==> src/rtl/hamming_pkg.sv <==
// Shared types and constants for the Hamming SECDED memory engine.
// Optional build macro: HAMMING_STATS_EN (error statistics counters).
package hamming_pkg;

  typedef enum logic [2:0] {
    ST_IDLE  = 3'd0,
    ST_RD_LO = 3'd1,
    ST_RD_HI = 3'd2,
    ST_CAPT  = 3'd3,
    ST_WR_LO = 3'd4,
    ST_WR_HI = 3'd5,
    ST_DONE  = 3'd6
  } state_t;

  typedef enum logic {
    MODE_ENC = 1'b0,
    MODE_DEC = 1'b1
  } mode_t;

  localparam logic [1:0] FLAG_OK  = 2'b00;
  localparam logic [1:0] FLAG_SGL = 2'b01;
  localparam logic [1:0] FLAG_DBL = 2'b10;

  // Codeword bit k holds Hamming position k.
  localparam int unsigned POS_P0 = 0;
  localparam int unsigned POS_P1 = 1;
  localparam int unsigned POS_P2 = 2;
  localparam int unsigned POS_D1 = 3;
  localparam int unsigned POS_P4 = 4;
  localparam int unsigned POS_P8 = 8;

endpackage

==> src/rtl/hamming_secded.sv <==
// Combinational SECDED (16,11) encoder and decoder/corrector.
// Encode: cw_in = {5'b0, d[11:9], d[8:1]} -> codeword.
// Decode: cw_in = codeword -> {flags, 3'b0, d[11:9], d[8:1]}.
module hamming_secded
  import hamming_pkg::*;
(
  input  logic        mode,
  input  logic [15:0] cw_in,
  output logic [15:0] result
);

  // XOR of the indices of all set bits at positions 1..15
  function automatic logic [3:0] syndrome(input logic [15:0] c);
    logic [3:0] s;
    s = 4'h0;
    for (int k = 1; k < 16; k++) begin
      s = s ^ (c[k] ? 4'(k) : 4'h0);
    end
    return s;
  endfunction

  // Place data bits, then set p1/p2/p4/p8 from the data syndrome and p0 for even overall parity
  function automatic logic [15:0] secded_encode(input logic [10:0] d);
    logic [15:0] c;
    logic [3:0]  s;
    c          = 16'h0000;
    c[POS_D1]  = d[0];
    c[7:5]     = d[3:1];
    c[15:9]    = d[10:4];
    s          = syndrome(c);
    c[POS_P1]  = s[0];
    c[POS_P2]  = s[1];
    c[POS_P4]  = s[2];
    c[POS_P8]  = s[3];
    c[POS_P0]  = ^c[15:1];
    return c;
  endfunction

  // Classify, correct a single error when the overall parity points to one, extract data
  function automatic logic [15:0] secded_decode(input logic [15:0] cw);
    logic [15:0] c;
    logic [3:0]  s;
    logic [1:0]  fl;
    logic [10:0] d;
    c = cw;
    s = syndrome(cw);
    if (^cw) begin
      fl = FLAG_SGL;
      if (s != 4'h0) begin
        c[s] = ~c[s];
      end else begin
        c = cw;
      end
    end else if (s != 4'h0) begin
      fl = FLAG_DBL;
    end else begin
      fl = FLAG_OK;
    end
    d = {c[15:9], c[7:5], c[POS_D1]};
    return {fl, 3'b000, d[10:8], d[7:0]};
  endfunction

  // Select encode or decode path from the latched mode
  always_comb begin
    result = 16'h0000;
    if (mode_t'(mode) == MODE_DEC) begin
      result = secded_decode(cw_in);
    end else begin
      result = secded_encode({cw_in[10:8], cw_in[7:0]});
    end
  end

endmodule

==> src/rtl/hamming_mem_engine.sv <==
// Memory-to-memory Hamming SECDED engine: reads NUM_MSG two-byte messages,
// encodes or decodes/corrects them, writes two result bytes per message.
// Optional build macro: HAMMING_STATS_EN adds err_single_cnt/err_double_cnt.
module hamming_mem_engine
  import hamming_pkg::*;
#(
  parameter int NUM_MSG  = 15,
  parameter int SRC_BASE = 0,
  parameter int DST_BASE = 30,
  parameter int ADDR_W   = 8
) (
  input  logic              clk,
  input  logic              reset,
  input  logic              req,
  input  logic              mode,
  output logic              done,
  output logic [ADDR_W-1:0] mem_addr,
  output logic              mem_wen,
  output logic [7:0]        mem_wdata,
  input  logic [7:0]        mem_rdata
`ifdef HAMMING_STATS_EN
  ,
  output logic [7:0]        err_single_cnt,
  output logic [7:0]        err_double_cnt
`endif
);

  state_t            state_r, state_nxt_s;
  logic [6:0]        idx_r, idx_nxt_s;
  mode_t             mode_r, mode_nxt_s;
  logic              start_s;
  logic [7:0]        lo_r, hi_r;
  logic [15:0]       cw_s, result_s;
  logic [ADDR_W-1:0] off_s, addr_nxt_s;
  logic              wen_nxt_s;
  logic [7:0]        wdata_nxt_s;
  logic              done_r, wen_r;
  logic [ADDR_W-1:0] addr_r;
  logic [7:0]        wdata_r;

  // Next-state, message index and mode latch
  always_comb begin
    state_nxt_s = state_r;
    idx_nxt_s   = idx_r;
    mode_nxt_s  = mode_r;
    start_s     = 1'b0;
    case (state_r)
      ST_IDLE, ST_DONE: begin
        if (req) begin
          state_nxt_s = ST_RD_LO;
          idx_nxt_s   = 7'd0;
          mode_nxt_s  = mode_t'(mode);
          start_s     = 1'b1;
        end else begin
          state_nxt_s = state_r;
        end
      end
      ST_RD_LO: state_nxt_s = ST_RD_HI;
      ST_RD_HI: state_nxt_s = ST_CAPT;
      ST_CAPT:  state_nxt_s = ST_WR_LO;
      ST_WR_LO: state_nxt_s = ST_WR_HI;
      ST_WR_HI: begin
        if (idx_r == 7'(NUM_MSG - 1)) begin
          state_nxt_s = ST_DONE;
        end else begin
          idx_nxt_s   = idx_r + 7'd1;
          state_nxt_s = ST_RD_LO;
        end
      end
      default: state_nxt_s = ST_IDLE;
    endcase
  end

  // The high byte arrives on mem_rdata during CAPT; use it directly there
  always_comb begin
    cw_s = {hi_r, lo_r};
    if (state_r == ST_CAPT) begin
      cw_s = {mem_rdata, lo_r};
    end else begin
      cw_s = {hi_r, lo_r};
    end
  end

  hamming_secded u_secded (
    .mode   (mode_r),
    .cw_in  (cw_s),
    .result (result_s)
  );

  // Memory-port values for the upcoming state, registered below so outputs line up with it
  always_comb begin
    off_s       = ADDR_W'({idx_nxt_s, 1'b0});
    addr_nxt_s  = '0;
    wen_nxt_s   = 1'b0;
    wdata_nxt_s = 8'h00;
    case (state_nxt_s)
      ST_RD_LO: addr_nxt_s = ADDR_W'(SRC_BASE) + off_s;
      ST_RD_HI: addr_nxt_s = ADDR_W'(SRC_BASE) + off_s + ADDR_W'(1'b1);
      ST_WR_LO: begin
        addr_nxt_s  = ADDR_W'(DST_BASE) + off_s;
        wen_nxt_s   = 1'b1;
        wdata_nxt_s = result_s[7:0];
      end
      ST_WR_HI: begin
        addr_nxt_s  = ADDR_W'(DST_BASE) + off_s + ADDR_W'(1'b1);
        wen_nxt_s   = 1'b1;
        wdata_nxt_s = result_s[15:8];
      end
      default: begin
        addr_nxt_s  = '0;
        wen_nxt_s   = 1'b0;
        wdata_nxt_s = 8'h00;
      end
    endcase
  end

  // FSM state, index, mode latch and registered outputs
  always_ff @(posedge clk or negedge reset) begin
    if (!reset) begin
      state_r <= ST_IDLE;
      idx_r   <= 7'd0;
      mode_r  <= MODE_ENC;
      done_r  <= 1'b0;
      addr_r  <= '0;
      wen_r   <= 1'b0;
      wdata_r <= 8'h00;
    end else begin
      state_r <= state_nxt_s;
      idx_r   <= idx_nxt_s;
      mode_r  <= mode_nxt_s;
      done_r  <= (state_nxt_s == ST_DONE);
      addr_r  <= addr_nxt_s;
      wen_r   <= wen_nxt_s;
      wdata_r <= wdata_nxt_s;
    end
  end

  // Capture source bytes one cycle after their address was presented
  always_ff @(posedge clk or negedge reset) begin
    if (!reset) begin
      lo_r <= 8'h00;
      hi_r <= 8'h00;
    end else if (state_r == ST_RD_HI) begin
      lo_r <= mem_rdata;
    end else if (state_r == ST_CAPT) begin
      hi_r <= mem_rdata;
    end else begin
      lo_r <= lo_r;
      hi_r <= hi_r;
    end
  end

  assign done      = done_r;
  assign mem_addr  = addr_r;
  assign mem_wen   = wen_r;
  assign mem_wdata = wdata_r;

`ifdef HAMMING_STATS_EN
  logic [7:0] sgl_cnt_r, dbl_cnt_r;

  // Saturating decode error counters, cleared when a run is accepted
  always_ff @(posedge clk or negedge reset) begin
    if (!reset) begin
      sgl_cnt_r <= 8'h00;
      dbl_cnt_r <= 8'h00;
    end else if (start_s) begin
      sgl_cnt_r <= 8'h00;
      dbl_cnt_r <= 8'h00;
    end else if (state_r == ST_CAPT && mode_r == MODE_DEC) begin
      if (result_s[15:14] == FLAG_SGL && sgl_cnt_r != 8'hFF) begin
        sgl_cnt_r <= sgl_cnt_r + 8'd1;
      end else begin
        sgl_cnt_r <= sgl_cnt_r;
      end
      if (result_s[15:14] == FLAG_DBL && dbl_cnt_r != 8'hFF) begin
        dbl_cnt_r <= dbl_cnt_r + 8'd1;
      end else begin
        dbl_cnt_r <= dbl_cnt_r;
      end
    end else begin
      sgl_cnt_r <= sgl_cnt_r;
      dbl_cnt_r <= dbl_cnt_r;
    end
  end

  assign err_single_cnt = sgl_cnt_r;
  assign err_double_cnt = dbl_cnt_r;
`endif

endmodule
==> config.mk <==
export PLATFORM = sky130hd
export DESIGN_NAME = hamming_mem_engine
export DESIGN_NICKNAME = d
export VERILOG_FILES = /design/src/rtl/hamming_pkg.sv /design/src/rtl/hamming_secded.sv /design/src/rtl/hamming_mem_engine.sv
export SDC_FILE = /design/constraint.sdc
export NUM_CORES = 1
export LEC_CHECK = 0
export ABC_CLOCK_PERIOD_IN_PS = 2390
export BUFFER_PORTS_ARGS = -buffer_cell sky130_fd_sc_hd__buf_2
export CAP_MARGIN = 10
export CORE_ASPECT_RATIO = 1.25
export CORE_MARGIN = 4
export CORE_UTILIZATION = 40
export CTS_CLUSTER_SIZE = 12
export DETAILED_ROUTE_END_ITERATION = 6
export GPL_TIMING_DRIVEN = 0
export PLACE_DENSITY = 0.59
export SKIP_LAST_GASP = 1
export SLEW_MARGIN = 10
export SYNTH_ARGS = -nofsm -noshare
export SYNTH_HDL_FRONTEND = slang
export SYNTH_SLANG_ARGS = --single-unit
==> constraint.sdc <==
create_clock -name clk -period 2.39 [get_ports clk]
set_clock_uncertainty 0.05 [all_clocks]
set_input_delay 0.5975 -clock clk [delete_from_list [all_inputs] [get_ports clk]]
set_output_delay 0.5975 -clock clk [all_outputs]
set_load 0.02 [all_outputs]
### Yosys cells after proc, flatten, opt, wreduce, memory -nomap -nowiden

Index checks and enable logic that the tools add are counted.

* order comparisons: 2
* multipliers: 0
* reduce and logical (&&, ||, !) cells: 9
* eq/ne operators: 12
* shifts and indexed selects: 0
* mux-type cells: 46
* bitwise operators: 26
* add/sub/neg operators: 4
* divide/modulo/power cells: 0

Operators by type and width (count)
* $xor 4x4->4: 24
* $mux 16: 4
* $mux 4: 15
* $pmux 8 s4: 1
* $mux 3: 9
* $eq 3x3->1 const B: 6
* $pmux 3 s6: 1
* $add 8x1->8 const B: 2
* $bwmux 16: 1
* $pmux 8 s2: 1
* $reduce_xor 16->1: 1
* $reduce_xor 15->1: 1
* $mux 7: 2
* $pmux 7 s2: 1
* $mux 2: 5
* $eq 3x2->1 const B: 3
* $add 5x8->8 const A: 1
* $add 7x1->7 const B: 1
* $eq 7x4->1 const B: 1
* $eq 3x1->1 const B: 2
* $lt 4x5->1 const B: 1
* $bmux 1 s4: 1
* $demux 1 s4: 1
* $ge 4x1->1 const B: 1
* other kinds (7): 13

* bits in writable memories: 0
* memories kept: 0
* bits in registers: 45
* latch bits: 0
* bits in read-only memories: 0
* input port bits: 12
* output and inout bits: 18
* word-level logic and storage cells: 108

### Depth between registers and ports, before layout

* word-level depth: 26
* gate-level depth with buffers: 12
* depth with buffers taken out: 12

### By module

A second synthesis with hierarchy kept.

* cells, all modules: 341
* area, all modules: 3410.8 µm²

Modules (own cells, without submodules)
* hamming_mem_engine: cells each 189, area each 2182.1 µm², sequential area each 1126.1 µm², times used 1
* hamming_secded: cells each 152, area each 1228.7 µm², sequential area each 0.0 µm², times used 1

### Worst setup path before layout

OpenSTA, ideal clock, no wires.

* path kind: input to register
* start point: input mem_rdata[1]
* end point: register wdata_r[2], in the netlist mem_wdata[2]
* arrival: 2515 ps
* buffers on the path: 1
* setup time: 87 ps
* cell stages on the path: 9
* data required time: 2253 ps
* path slack: -262 ps
* cells stage by stage: buf_2 -> xnor2_1 -> mux2i_1 -> xnor2_4 -> xnor2_4 -> mux2_4 -> a2111oi_4 -> a31oi_1 -> o211ai_1

* longest elaborated chain between the ends: 18
* elaborated cells between the ends (all ways): 27
* classes of those cells: order compare: 2; mux: 12; bitwise: 10; reduce/logical: 3

Ends and longest elaborated chain
* start: declaration: line hamming_mem_engine.sv:20 `input logic [7:0] mem_rdata`
* $mux 16 *: line hamming_mem_engine.sv:77 `if (state_r == ST_CAPT) begin`
* $mux 4: line hamming_secded.sv:17 `s = s ^ (c[k] ? 4'(k) : 4'h0);`
* $xor 4x4->4 (7 in a row): line hamming_secded.sv:17
* $lt 4x5->1 (implied by the code) / $ge 4x1->1 (equally long branches): line hamming_secded.sv:50 `c[s] = ~c[s];`
* $logic_and 1x1->1 (implied by the code): line hamming_secded.sv:50
* $mux 1 (implied by the code): line hamming_secded.sv:50
* $demux 1 s4
* $bwmux 16: line hamming_secded.sv:50
* $mux 16: line hamming_secded.sv:49 `if (s != 4'h0) begin`
* $mux 16: line hamming_secded.sv:47 `if (^cw) begin`
* $mux 16 *: line hamming_secded.sv:66 `if (mode_t'(mode) == MODE_DEC) begin`
* $pmux 8 s2 *: line hamming_mem_engine.sv:96 `case (state_nxt_s)`
* via wdata_nxt_s[2]: line hamming_mem_engine.sv:36 `logic [7:0] wdata_nxt_s;`
* end signal: assignment: line hamming_mem_engine.sv:134 `wdata_r <= wdata_nxt_s;`
* end: declaration: line hamming_mem_engine.sv:39 `logic [7:0] wdata_r;`

The timed path passes the listed nets; every way through them passes the cells marked *. The select of a mux whose other input is x is not followed.
A chain may end at the register's enable or synchronous reset.

### Final worst setup path

* start point: input mem_rdata[0]
* end point: register wdata_r[1], in the netlist mem_wdata[1]

* longest elaborated chain between the ends: 19
* elaborated cells between the ends (all ways): 29
* classes of those cells: order compare: 2; mux: 12; bitwise: 12; reduce/logical: 3

Ends and longest elaborated chain (line)
* $mux 16 *: hamming_mem_engine.sv:77
* $mux 4: hamming_secded.sv:17
* $xor 4x4->4 (8 in a row): hamming_secded.sv:17
* $lt 4x5->1 (implied by the code) / $ge 4x1->1 (equally long branches): hamming_secded.sv:50
* $logic_and 1x1->1 (implied by the code): hamming_secded.sv:50
* $mux 1 (implied by the code): hamming_secded.sv:50
* $demux 1 s4
* $bwmux 16: hamming_secded.sv:50
* $mux 16: hamming_secded.sv:49
* $mux 16: hamming_secded.sv:47
* $mux 16 *: hamming_secded.sv:66
* $pmux 8 s2 *: hamming_mem_engine.sv:96
* via wdata_nxt_s[1]: hamming_mem_engine.sv:36

Marked as above.

==> results by group <==
Outcome
  – Outcome: finished with violations
  – Failing checks: negative setup slack

Logic synthesis
  – Sequential area share after synthesis: 35.21%
  – #FFs+latches synth: 45
  – Post-synth EDFFs: 0
  – Syn nets: 338
  – Syn_area_per_cell: 9.901 um2
  – Post-synth top flop: dfrtp_1
  – Area leader, netlist: dfrtp_1
  – Post-Synthesis Cells: 323
  – Yosys warnings: 0
  – Synth async-reset ratio: 100.0%
  – Main area contributors after synthesis: dfrtp_1 35%, xnor2_1 13%, xnor2_4 5.2%, nand2_1 4.2%, mux2_2 3.9%
  – Synth cell types: 56
  – Mapped Area: 3198 um2
  – Top-area cell type share of the netlist area: 35.21%

Detailed routing
  – DRT iter0 DRCs: 77
  – Final WL: 8.059 mm
  – Final routed DRC violation total: 0
  – Drt pass-1 iters: 4
  – Average vias per placed instance: 5.328
  – Per-cell routed wire length: 17.07 um
  – Final ANT Viol Nets: 0
  – Detailed-route via count: 2515

Worst setup path
  – CP Max Fanout: 7
  – RR Endpoint: mem_wdata[0]
  – Crit path DAT: 2.69 ns
  – Kind of critical path: input pin to flip-flop
  – Slowest CP cell: or4b_4
  – Startpoint class of the critical path: input pin
  – Worst R2R Setup Slack: -0.12 ns
  – Crit path buf inv count: 1
  – CP Data Required Time: 2.57 ns
  – Crit. End Element: flip-flop
  – Crit Reg-Reg Startpoint: state_r[0]
  – CP top delay family: XOR/XNOR gates
  – Crit-path cells: buf_6 -> xnor3_2 -> xor2_4 -> mux2i_4 -> or4b_4 -> nand2_4 -> nand3_1 -> xor2_1 -> o21ai_1
  – CP max stage delay: 0.55 ns
  – Worst Reg2Reg Path Length in Cells: 10

Final layout
  – Fraction of layout cells with a size suffix above 1: 33.42%
  – Fill count: 709
  – NumNets Final: 391
  – Synthesis-to-layout area growth: 26.06%
  – Fin util: 51.73%
  – N_diodes: 0

Floorplan
  – Rows: 36
  – Core ar.: 7792 um2
  – Die X: 87.98 um
  – Die Area: 9499 um2
  – IO Pins: 30
  – Starting Density: 41.04%
  – Die height: 108.0 um

Flow run
  – Max-cap viol count: 0

Timing
  – Worst Tran Pin Value: 1.015 ns
  – Unrepaired setup endpoints after global routing: yes
  – Tmin final: 2.512 ns
  – Slew headroom: 32.32%
  – Max-slew violations: 0
  – Final setup vio count: 6
  – Final worst path period share: 105.1%
  – Hold Vio Cnt, Final: 0
  – Fin Setup TNS: -0.4182 ns
  – Fin worst setup slack: -0.1224 ns
  – Max Freq: 398.0 MHz

Placed design
  – Routability congestion estimate: 0.8665
  – Port buffer count: 28
  – Pre-CTS worst setup slack: -0.5586 ns
  – HPWL after detailed placement: 5.812 mm

GRT
  – Overflow after GRT: 0
  – First-pass GRT wire length: 12.99 mm
  – Vias in the first global route: 2533
  – Largest net degree at the start of global routing: 46
  – Antenna violations before repair: 0
  – Gr usage total: 17.94%

Clocking
  – Clk Tree Root Cell: clkbuf_8
  – CTS tree: yes
  – Clk_lat worst skew: 0.30 ns
  – Worst-path clk slew: 0.09 ns
  – Max H-tree Level: 2
  – Clock Sinks: 45
  – Max clock buf depth: 2
  – Cts bufs inserted: 5

Min path
  – Worst hold path type: input pin to asynchronous set/reset pin
-- worst max path at each step --
stage | from | to | slack [ns] | depth (start not counted)
4_1_cts | state_r[0] | mem_wdata[0] | -0.12 | 9
3_3_place_gp | mem_rdata[7] | mem_wdata[0] | -0.54 | 9
2_1_floorplan | mem_rdata[0] | mem_wdata[1] | -0.12 | 8
3_5_place_dp | mem_rdata[7] | mem_wdata[0] | -0.56 | 9
6_report | mem_rdata[0] | mem_wdata[1] | -0.12 | 9
5_1_grt | state_r[2] | mem_wdata[1] | -0.22 | 9
-- layout by cell type (no fill, tap or decap), types with 2 or more instances in the layout --
cell      count
dfrtp_1      43
xnor2_1      39
nand2_1      32
buf_2        30
buf_4        17
nor2_1       17
inv_1        14
mux2_2       10
xor2_1       10
a21oi_1       9
xnor2_2       9
o22ai_1       9
o21ai_0       8
xnor2_4       8
nor3_1        6
nand3_1       6
nor2_2        6
buf_6         5
clkbuf_1      5
a22oi_1       5
mux2i_4       5
clkbuf_8      5
mux2i_1       4
o21ai_1       4
nand4_1       4
and2_1        3
nand2_2       3
o21a_1        3
a31oi_1       3
o211ai_1      3
ha_1          3
buf_12        3
nor3b_2       2
buf_1         2
xor2_4        2
mux2_4        2
o31a_1        2
and3_1        2
o221ai_1      2
dfrtp_2       2
-- sequential cells by signal, summed over array words and instances, names as in the netlist --
| name | count |
|---|---|
| state_r | 3 |
| mem_addr | 8 |
| mem_wen | 1 |
| mode_r | 1 |
| done | 1 |
| lo_r | 8 |
| mem_wdata | 8 |
| idx_r | 7 |
| hi_r | 8 |
-- metrics by stage --
step	area (um2)	hold WS [ns]	cells
global route	4031	0.4781	472
CTS	3950	0.4515	468
finish	4031	0.4141	472
global placement	3475	0.4503	446
floorplan	3216	0.2519	323
detailed placement	3480	0.4665	446
-- cell usage after synthesis (2+ instances only) --
library cell,count
a21oi_1,10
a22oi_1,5
a31oi_1,3
and2_1,3
and3_1,3
buf_1,2
buf_2,5
clkbuf_1,7
dfrtp_1,45
ha_1,3
inv_1,14
mux2_2,11
mux2i_1,7
nand2_1,36
nand3_1,6
nand4_1,4
nor2_1,23
nor3_1,6
nor3b_1,3
o211ai_1,3
o21a_1,3
o21ai_0,9
o21ai_1,3
o221ai_1,2
o22ai_1,9
o31a_1,2
xnor2_1,47
xnor2_2,3
xnor2_4,6
xnor3_1,2
xor2_1,13
-- cells by family after synthesis --
group	Yosys count	synth area share [%]
xor+xnor	71	24.53
flops	45	35.21
fa+ha+maj	3	1.174
compound gates	60	13.22
simple gates	92	14.01
buf+inv	31	4.186
mux	21	7.668
-- timing repair --
| item | in CTS | in global routing |
|---|---|---|
| pin swaps | 21 | 12 |
| gates resized for setup | 41 | 12 |
| endpoints found under the setup margin | 13 | 11 |
| gates cloned | 0 | 0 |
| setup buffers | 16 | 4 |
| hold buffers | 0 | 0 |
-- final cells by class --
| type | count | area (um2) | area share, % |
|---|---|---|---|
| tap | 95 | 118.9 | 2.948 |
| inverter | 15 | 56.30 | 1.397 |
| clock buffer | 6 | 72.57 | 1.800 |
| clock inverter | 2 | 38.79 | 0.9621 |
| multi-input combinational | 247 | 2185 | 54.19 |
| sequential | 45 | 1129 | 27.99 |
| buffer | 14 | 93.84 | 2.328 |
| timing repair buffer | 48 | 337.8 | 8.380 |
-- metal layers --
layer  vias to the layer above  track usage (%)  part of all wire, %
met3                        21            3.201                  4.0
met1                      1216            21.89                   42
met4                         0            8.114                  3.5
li1                       1220                -                    -
met2                        58            30.50                   51
met5                         -                0                    0
Power is not shown: default switching activity piles up to over one toggle a cycle in this logic, so the estimate is an artifact.
